### src/rtl/conv2_kernel_fetch.sv
// Kernel-weight fetch sequencer for conv2: reads one kernel from a dual-port ROM
// (two words per cycle) and streams weight pairs through a 2-entry valid/ready FIFO.
module conv2_kernel_fetch #(
  parameter int unsigned ADDR_W = 8,
  parameter int unsigned DATA_W = 16,
  parameter int unsigned KWORDS = 25,
  parameter int unsigned KIDX_W = 4
) (
  input  logic                i_clock,
  input  logic                i_reset,
  input  logic                i_start,
  input  logic [KIDX_W-1:0]   i_kernel_idx,
  output logic                o_busy,
  output logic                o_done,
  output logic                o_err,
  output logic [ADDR_W-1:0]   o_rom_addr_a,
  output logic [ADDR_W-1:0]   o_rom_addr_b,
  input  logic [DATA_W-1:0]   i_rom_q_a,
  input  logic [DATA_W-1:0]   i_rom_q_b,
  output logic [2*DATA_W-1:0] o_w_data,
  output logic [1:0]          o_w_mask,
  output logic                o_w_valid,
  input  logic                i_w_ready,
  output logic                o_w_last
);

  localparam int unsigned NPAIRS = (KWORDS + 1) / 2;
  localparam int unsigned CNT_W = $clog2(NPAIRS + 1);
  localparam bit ODD = (KWORDS % 2) == 1;
  localparam logic [CNT_W-1:0] LAST_PAIR = CNT_W'(NPAIRS - 1);

  typedef enum logic [1:0] {StIdle, StFetch, StDrain, StDone} state_t;

  state_t              r_state, w_state_d;
  logic [ADDR_W-1:0]   r_addr_a, r_addr_b, r_addr_end;
  logic [CNT_W-1:0]    r_issued;
  logic                r_inf, r_inf_last, r_err;
  logic [1:0]          r_occ;
  logic [2*DATA_W-1:0] r_d0, r_d1;
  logic [1:0]          r_m0, r_m1;
  logic                r_l0, r_l1;

  logic [31:0]         w_kend;
  logic                w_idx_ok, w_accept, w_pop, w_push, w_issue, w_issue_last, w_zero_b;
  logic [ADDR_W-1:0]   w_base;
  logic [ADDR_W:0]     w_b_cand;
  logic [1:0]          w_occ_left, w_pmask;
  logic [DATA_W-1:0]   w_q_b;
  logic [2*DATA_W-1:0] w_pdata;

  always_comb begin
    w_kend     = (32'(i_kernel_idx) + 32'd1) * KWORDS;
    w_idx_ok   = w_kend <= (32'd1 << ADDR_W);
    w_base     = ADDR_W'(32'(i_kernel_idx) * KWORDS);
    w_accept   = (r_state == StIdle) && i_start && w_idx_ok;
    w_pop      = (r_occ != 2'd0) && i_w_ready;
    w_push     = r_inf;
    // Occupancy counted after this edge's pop so a full-rate stream keeps issuing.
    w_occ_left = r_occ - {1'b0, w_pop};
    w_issue    = (r_state == StFetch) && ((w_occ_left + {1'b0, r_inf}) < 2'd2);
    w_issue_last = w_issue && (r_issued == LAST_PAIR);
    w_b_cand   = {1'b0, r_addr_a} + (ADDR_W + 1)'(3);
    w_zero_b   = ODD && r_inf_last;
    w_q_b      = w_zero_b ? {DATA_W{1'b0}} : i_rom_q_b;
    w_pdata    = {w_q_b, i_rom_q_a};
    w_pmask    = w_zero_b ? 2'b01 : 2'b11;
  end

  always_comb begin
    w_state_d = r_state;
    case (r_state)
      StIdle:  if (w_accept) w_state_d = StFetch;
      StFetch: if (w_issue_last) w_state_d = StDrain;
      StDrain: if (w_pop && r_l0) w_state_d = StDone;
      StDone:  w_state_d = StIdle;
      default: w_state_d = StIdle;
    endcase
  end

  always_ff @(posedge i_clock or posedge i_reset) begin
    if (i_reset) begin
      r_state    <= StIdle;
      r_addr_a   <= '0;
      r_addr_b   <= '0;
      r_addr_end <= '0;
      r_issued   <= '0;
      r_inf      <= 1'b0;
      r_inf_last <= 1'b0;
      r_err      <= 1'b0;
      r_occ      <= 2'd0;
      r_d0       <= '0;
      r_d1       <= '0;
      r_m0       <= 2'b00;
      r_m1       <= 2'b00;
      r_l0       <= 1'b0;
      r_l1       <= 1'b0;
    end else begin
      r_state    <= w_state_d;
      r_err      <= (r_state == StIdle) && i_start && !w_idx_ok;
      r_inf      <= w_issue;
      r_inf_last <= w_issue_last;
      if (w_accept) begin
        r_addr_a   <= w_base;
        r_addr_b   <= w_base + ADDR_W'(1);
        r_addr_end <= w_base + ADDR_W'(KWORDS - 1);
        r_issued   <= '0;
      end else if (w_issue) begin
        r_issued <= r_issued + CNT_W'(1);
        // Addresses hold on the final pair; lane b clamps to the kernel's last word.
        if (!w_issue_last) begin
          r_addr_a <= r_addr_a + ADDR_W'(2);
          r_addr_b <= (w_b_cand > {1'b0, r_addr_end}) ? r_addr_end : w_b_cand[ADDR_W-1:0];
        end
      end
      case ({w_push, w_pop})
        2'b10: begin
          if (r_occ == 2'd0) begin
            r_d0 <= w_pdata;
            r_m0 <= w_pmask;
            r_l0 <= r_inf_last;
          end else begin
            r_d1 <= w_pdata;
            r_m1 <= w_pmask;
            r_l1 <= r_inf_last;
          end
          r_occ <= r_occ + 2'd1;
        end
        2'b01: begin
          r_d0  <= r_d1;
          r_m0  <= r_m1;
          r_l0  <= r_l1;
          r_occ <= r_occ - 2'd1;
        end
        2'b11: begin
          if (r_occ == 2'd1) begin
            r_d0 <= w_pdata;
            r_m0 <= w_pmask;
            r_l0 <= r_inf_last;
          end else begin
            r_d0 <= r_d1;
            r_m0 <= r_m1;
            r_l0 <= r_l1;
            r_d1 <= w_pdata;
            r_m1 <= w_pmask;
            r_l1 <= r_inf_last;
          end
        end
        default: ;
      endcase
    end
  end

  always_comb begin
    o_busy       = (r_state == StFetch) || (r_state == StDrain);
    o_done       = (r_state == StDone);
    o_err        = r_err;
    o_rom_addr_a = r_addr_a;
    o_rom_addr_b = r_addr_b;
    o_w_valid    = (r_occ != 2'd0);
    o_w_data     = r_d0;
    o_w_mask     = o_w_valid ? r_m0 : 2'b00;
    o_w_last     = o_w_valid && r_l0;
  end

endmodule

### config.mk
export PLATFORM = sky130hd
export DESIGN_NAME = conv2_kernel_fetch
export DESIGN_NICKNAME = d
export VERILOG_FILES = /design/src/rtl/conv2_kernel_fetch.sv
export SDC_FILE = /design/constraint.sdc
export NUM_CORES = 1
export LEC_CHECK = 0
export BUFFER_PORTS_ARGS = -buffer_cell sky130_fd_sc_hd__buf_4
export CORE_UTILIZATION = 40
export DETAILED_ROUTE_END_ITERATION = 10
export GPL_ROUTABILITY_DRIVEN = 0
export GPL_TIMING_DRIVEN = 1
export PLACE_DENSITY = 0.69
export SETUP_SLACK_MARGIN = 0.4
export SYNTH_ARGS = -nofsm -noshare
export SYNTH_HDL_FRONTEND = slang
export SYNTH_SLANG_ARGS = --single-unit
export TNS_END_PERCENT = 5
### constraint.sdc
create_clock -name i_clock -period 4.81 [get_ports i_clock]
set_input_delay 1.443 -clock i_clock [delete_from_list [all_inputs] [get_ports i_clock]]
set_output_delay 1.443 -clock i_clock [all_outputs]
set_load 0.05 [all_outputs]
==> results.json <==
{
  "yosysWarnings": 0,
  "ant_nets": 0,
  "p_total_mw": 5.29,
  "drv_cap": 0,
  "synth_top_area_share_pct": 45.5,
  "slew_violations": 0,
  "r2r_cells": 12,
  "port_buffers": 94,
  "tightest_slew_ns": 1.11,
  "required_ns": 5.05,
  "grt_pass1_vias": 4483,
  "die_w_microns": 122,
  "ys.flop_type": "dfrtp_1",
  "p_switching_mw": 2.53,
  "yosysSeqAreaShare_pct": 45.5,
  "worstSetupStartpointType": "primary input",
  "min_period_over_period_pct": 89.6,
  "switching_share_pct": 47.8,
  "leakagePower_nw": 3.39,
  "layout-drive-gt1-share_pct": 24.7,
  "power_density_nw_per_um2": 740,
  "cp_max_fo": 9,
  "rsz0062_at_grt": "yes",
  "grt_overflow": 0,
  "whs_ns": 0.481,
  "crit_cells": 13,
  "post_drt_via_cell_ratio": 5.32,
  "min_delay_path_depth": 2,
  "power_frac_comb_pct": 55.8,
  "crit_path_top_delay_cell": "fa_1",
  "numCtsBuffers": 9,
  "ys_types": 49,
  "cts.sinks": 105,
  "setup_viol": 0,
  "crit_start": "i_kernel_idx[0]",
  "synthCells": 588,
  "synth.area.top_cells": "dfrtp_1 45%, ha_1 11%, nand2_1 6.0%, o21ai_0 5.8%, xnor2_1 3.3%",
  "skew_ns": 0.00539,
  "cp-endpoint": "r_state[1]",
  "firstDrtPassIters": 5,
  "grt_max_degree": 91,
  "rows": 43,
  "fin_setup_tns_ns": 0,
  "criticalPathCategory": "in -> reg",
  "synth_top_area_cell": "dfrtp_1",
  "end_kind": "flop",
  "drtIter0Drc": 333,
  "dieArea_sq_um": 14900,
  "ir_worst_vdd_uv": 370,
  "dp_hpwl_mm": 9.49,
  "async_flop_share_pct": 100,
  "arrival_ns": 4.55,
  "period_needed_ns": 4.31,
  "clock.fmax_mhz": 232,
  "slew_headroom_pct": 26.0,
  "antenna_found_initial": 0,
  "fp.coreArea_sq_um": 14000,
  "area_growth_pct": 23.8,
  "r2r-start": "o_rom_addr_a[1]",
  "crit_path_cell_trace": "buf_4 -> inv_2 -> ha_4 -> xor2_1 -> ha_1 -> ha_2 -> fa_1 -> nor4b_2 -> nand3_1 -> o31ai_4 -> nand3_2 -> a221oi_2 -> mux2_1",
  "yosysMostFrequentCell": "dfrtp_1",
  "avgSynthCellArea_sq_um": 9.83,
  "antennaDiodeCount": 0,
  "synth_common_cells": "105 x dfrtp_1, 92 x nand2_1, 67 x o21ai_0",
  "grt_use_total_pct": 18.5,
  "netlist_area_sq_um": 5780,
  "status": "completed",
  "sequentialPowerShare_pct": 30.1,
  "cts-root-buf": "clkbuf_16",
  "post_dp_cell_area_sq_um": 6820,
  "nNetsFinal": 770,
  "r2r_slack_ns": 1.39,
  "grt_pass1_wl_mm": 21.8,
  "crit_family": "adder cells",
  "postLayoutCellArea_sq_um": 7160,
  "crit_buf_inv": 2,
  "clockBufferDepth": 2,
  "initial_core_util_pct": 41.3,
  "vias": 4584,
  "hold_violations": 0,
  "clkTransAtPathRegs_ns": 0.07,
  "drc": 0,
  "syn_nets": 681,
  "p_int_mw": 2.76,
  "wl_per_cell_microns": 15.4,
  "drt-total-wl_mm": 13.3,
  "io_pins": 95,
  "die_height_microns": 122,
  "cp_slowest_stage_delay_ns": 0.48,
  "cts_tree": "built",
  "p_clk_share_pct": 14.1,
  "synth_edf_count": 0,
  "clk_latency_ns": 0.35,
  "r2r_end": "o_rom_addr_b[7]",
  "htreeDepth": 3,
  "synth.ff_latch_count": 105,
  "hold_path_class": "reg -> reg"
}
==> worst reg2reg max path, cell delays in order, from the launching register on <==
cell and delay (ns):
dfrtp_1 0.50, inv_1 0.11, ha_1 0.23, nor2b_1 0.26, nand2_1 0.14, xnor2_1 0.27, ha_1 0.30, and3_1 0.20
o21a_1 0.11, o311a_1 0.39, or4b_1 0.53, o311a_1 0.14, a21oi_1 0.16
==> metal layers <==
metal	global-route usage [%]	share of wire [%]	vias up
met3	3.39	5.8	18
li1	-	-	2229
met1	25.4	47	2188
met2	28.9	46	149
met5	0	0	-
met4	7.09	1.5	0
==> cell type report <==
type / instances / area, sq um
clock buffer: 11 / 243
timing repair buffer: 109 / 831
inverter: 39 / 149
fill: 1260 / 6830
clock inverter: 4 / 53.8
tap: 180 / 225
sequential: 105 / 2630
multi-input combinational: 413 / 3030
==> state kept, by name, indices dropped and copies added, names as in the netlist <==
signal        flops
o_err             1
o_rom_addr_a      8
o_rom_addr_b      8
o_w_data         32
r_addr_end        8
r_d1             32
r_inf             1
r_inf_last        1
r_issued          4
r_l0              1
r_l1              1
r_m0              2
r_m1              2
r_occ             2
r_state           2
==> kinds of logic after synthesis <==
group,Yosys count,synth area share [%]
flops,105,45.5
fa+ha+maj,53,11.7
xor+xnor,39,6.17
buf+inv,70,4.70
mux,21,4.00
simple gates,152,11.7
compound gates,148,16.2
==> power by group through the flow <==
stage / sequential, mW / clock [mW] / combinational, mW
global route: 1.64 / 0.797 / 3.22
finish: 1.59 / 0.745 / 2.95
detailed placement: 1.60 / 0 / 2.94
CTS: 1.59 / 0.766 / 2.96
floorplan: 2.20 / 0 / 1.50
global placement: 1.58 / 0 / 2.87
==> worst min path at each step <==
stage,from,to,slack [ns]
2_1_floorplan,r_m1[0],r_m1[0],0.44
3_3_place_gp,r_m1[0],r_m1[0],0.45
3_5_place_dp,r_d1[22],r_d1[22],0.47
4_1_cts,r_d1[22],r_d1[22],0.49
5_1_grt,r_d1[31],r_d1[31],0.51
6_report,o_w_data[5],o_w_data[5],0.48
==> through the flow <==
stage | setup slack, ns | instances | utilization (%)
4_1_cts | 0.422 | 859 | 50.8
3_5_place_dp | 0.0499 | 844 | 48.7
5_1_grt | 0.363 | 861 | 51.2
3_3_place_gp | 0.139 | 844 | 48.7
6_report | 0.500 | 861 | 51.2
2_1_floorplan | 0.440 | 588 | -
==> layout by cell type (no fill, tap or decap), types with 4 or more instances in the layout <==
| cell | netlist | layout |
|---|---|---|
| buf_4 | 1 | 108 |
| clkbuf_16 | 0 | 9 |
| a21oi_1 | 16 | 15 |
| o211ai_1 | 5 | 5 |
| xor2_1 | 15 | 14 |
| nor3_1 | 7 | 7 |
| nand4_1 | 4 | 4 |
| a32oi_1 | 16 | 16 |
| inv_1 | 38 | 35 |
| ha_4 | 0 | 6 |
| nand2_1 | 92 | 91 |
| a31oi_1 | 5 | 4 |
| nor2b_1 | 7 | 7 |
| dfrtp_1 | 105 | 105 |
| ha_1 | 51 | 44 |
| mux2i_1 | 4 | 4 |
| mux2_2 | 16 | 16 |
| o21ai_0 | 67 | 66 |
| nand3_1 | 10 | 9 |
| a22oi_1 | 24 | 24 |
| xnor2_1 | 22 | 20 |
| nor2_1 | 18 | 18 |
==> timing repair <==
item | 4_1_cts | 5_1_grt
resized for setup | 0 | 5
setup endpoints to repair | 0 | 12
setup buffers | 0 | 2
hold buffers | 0 | 0
Power figures use the tool's default switching activity.
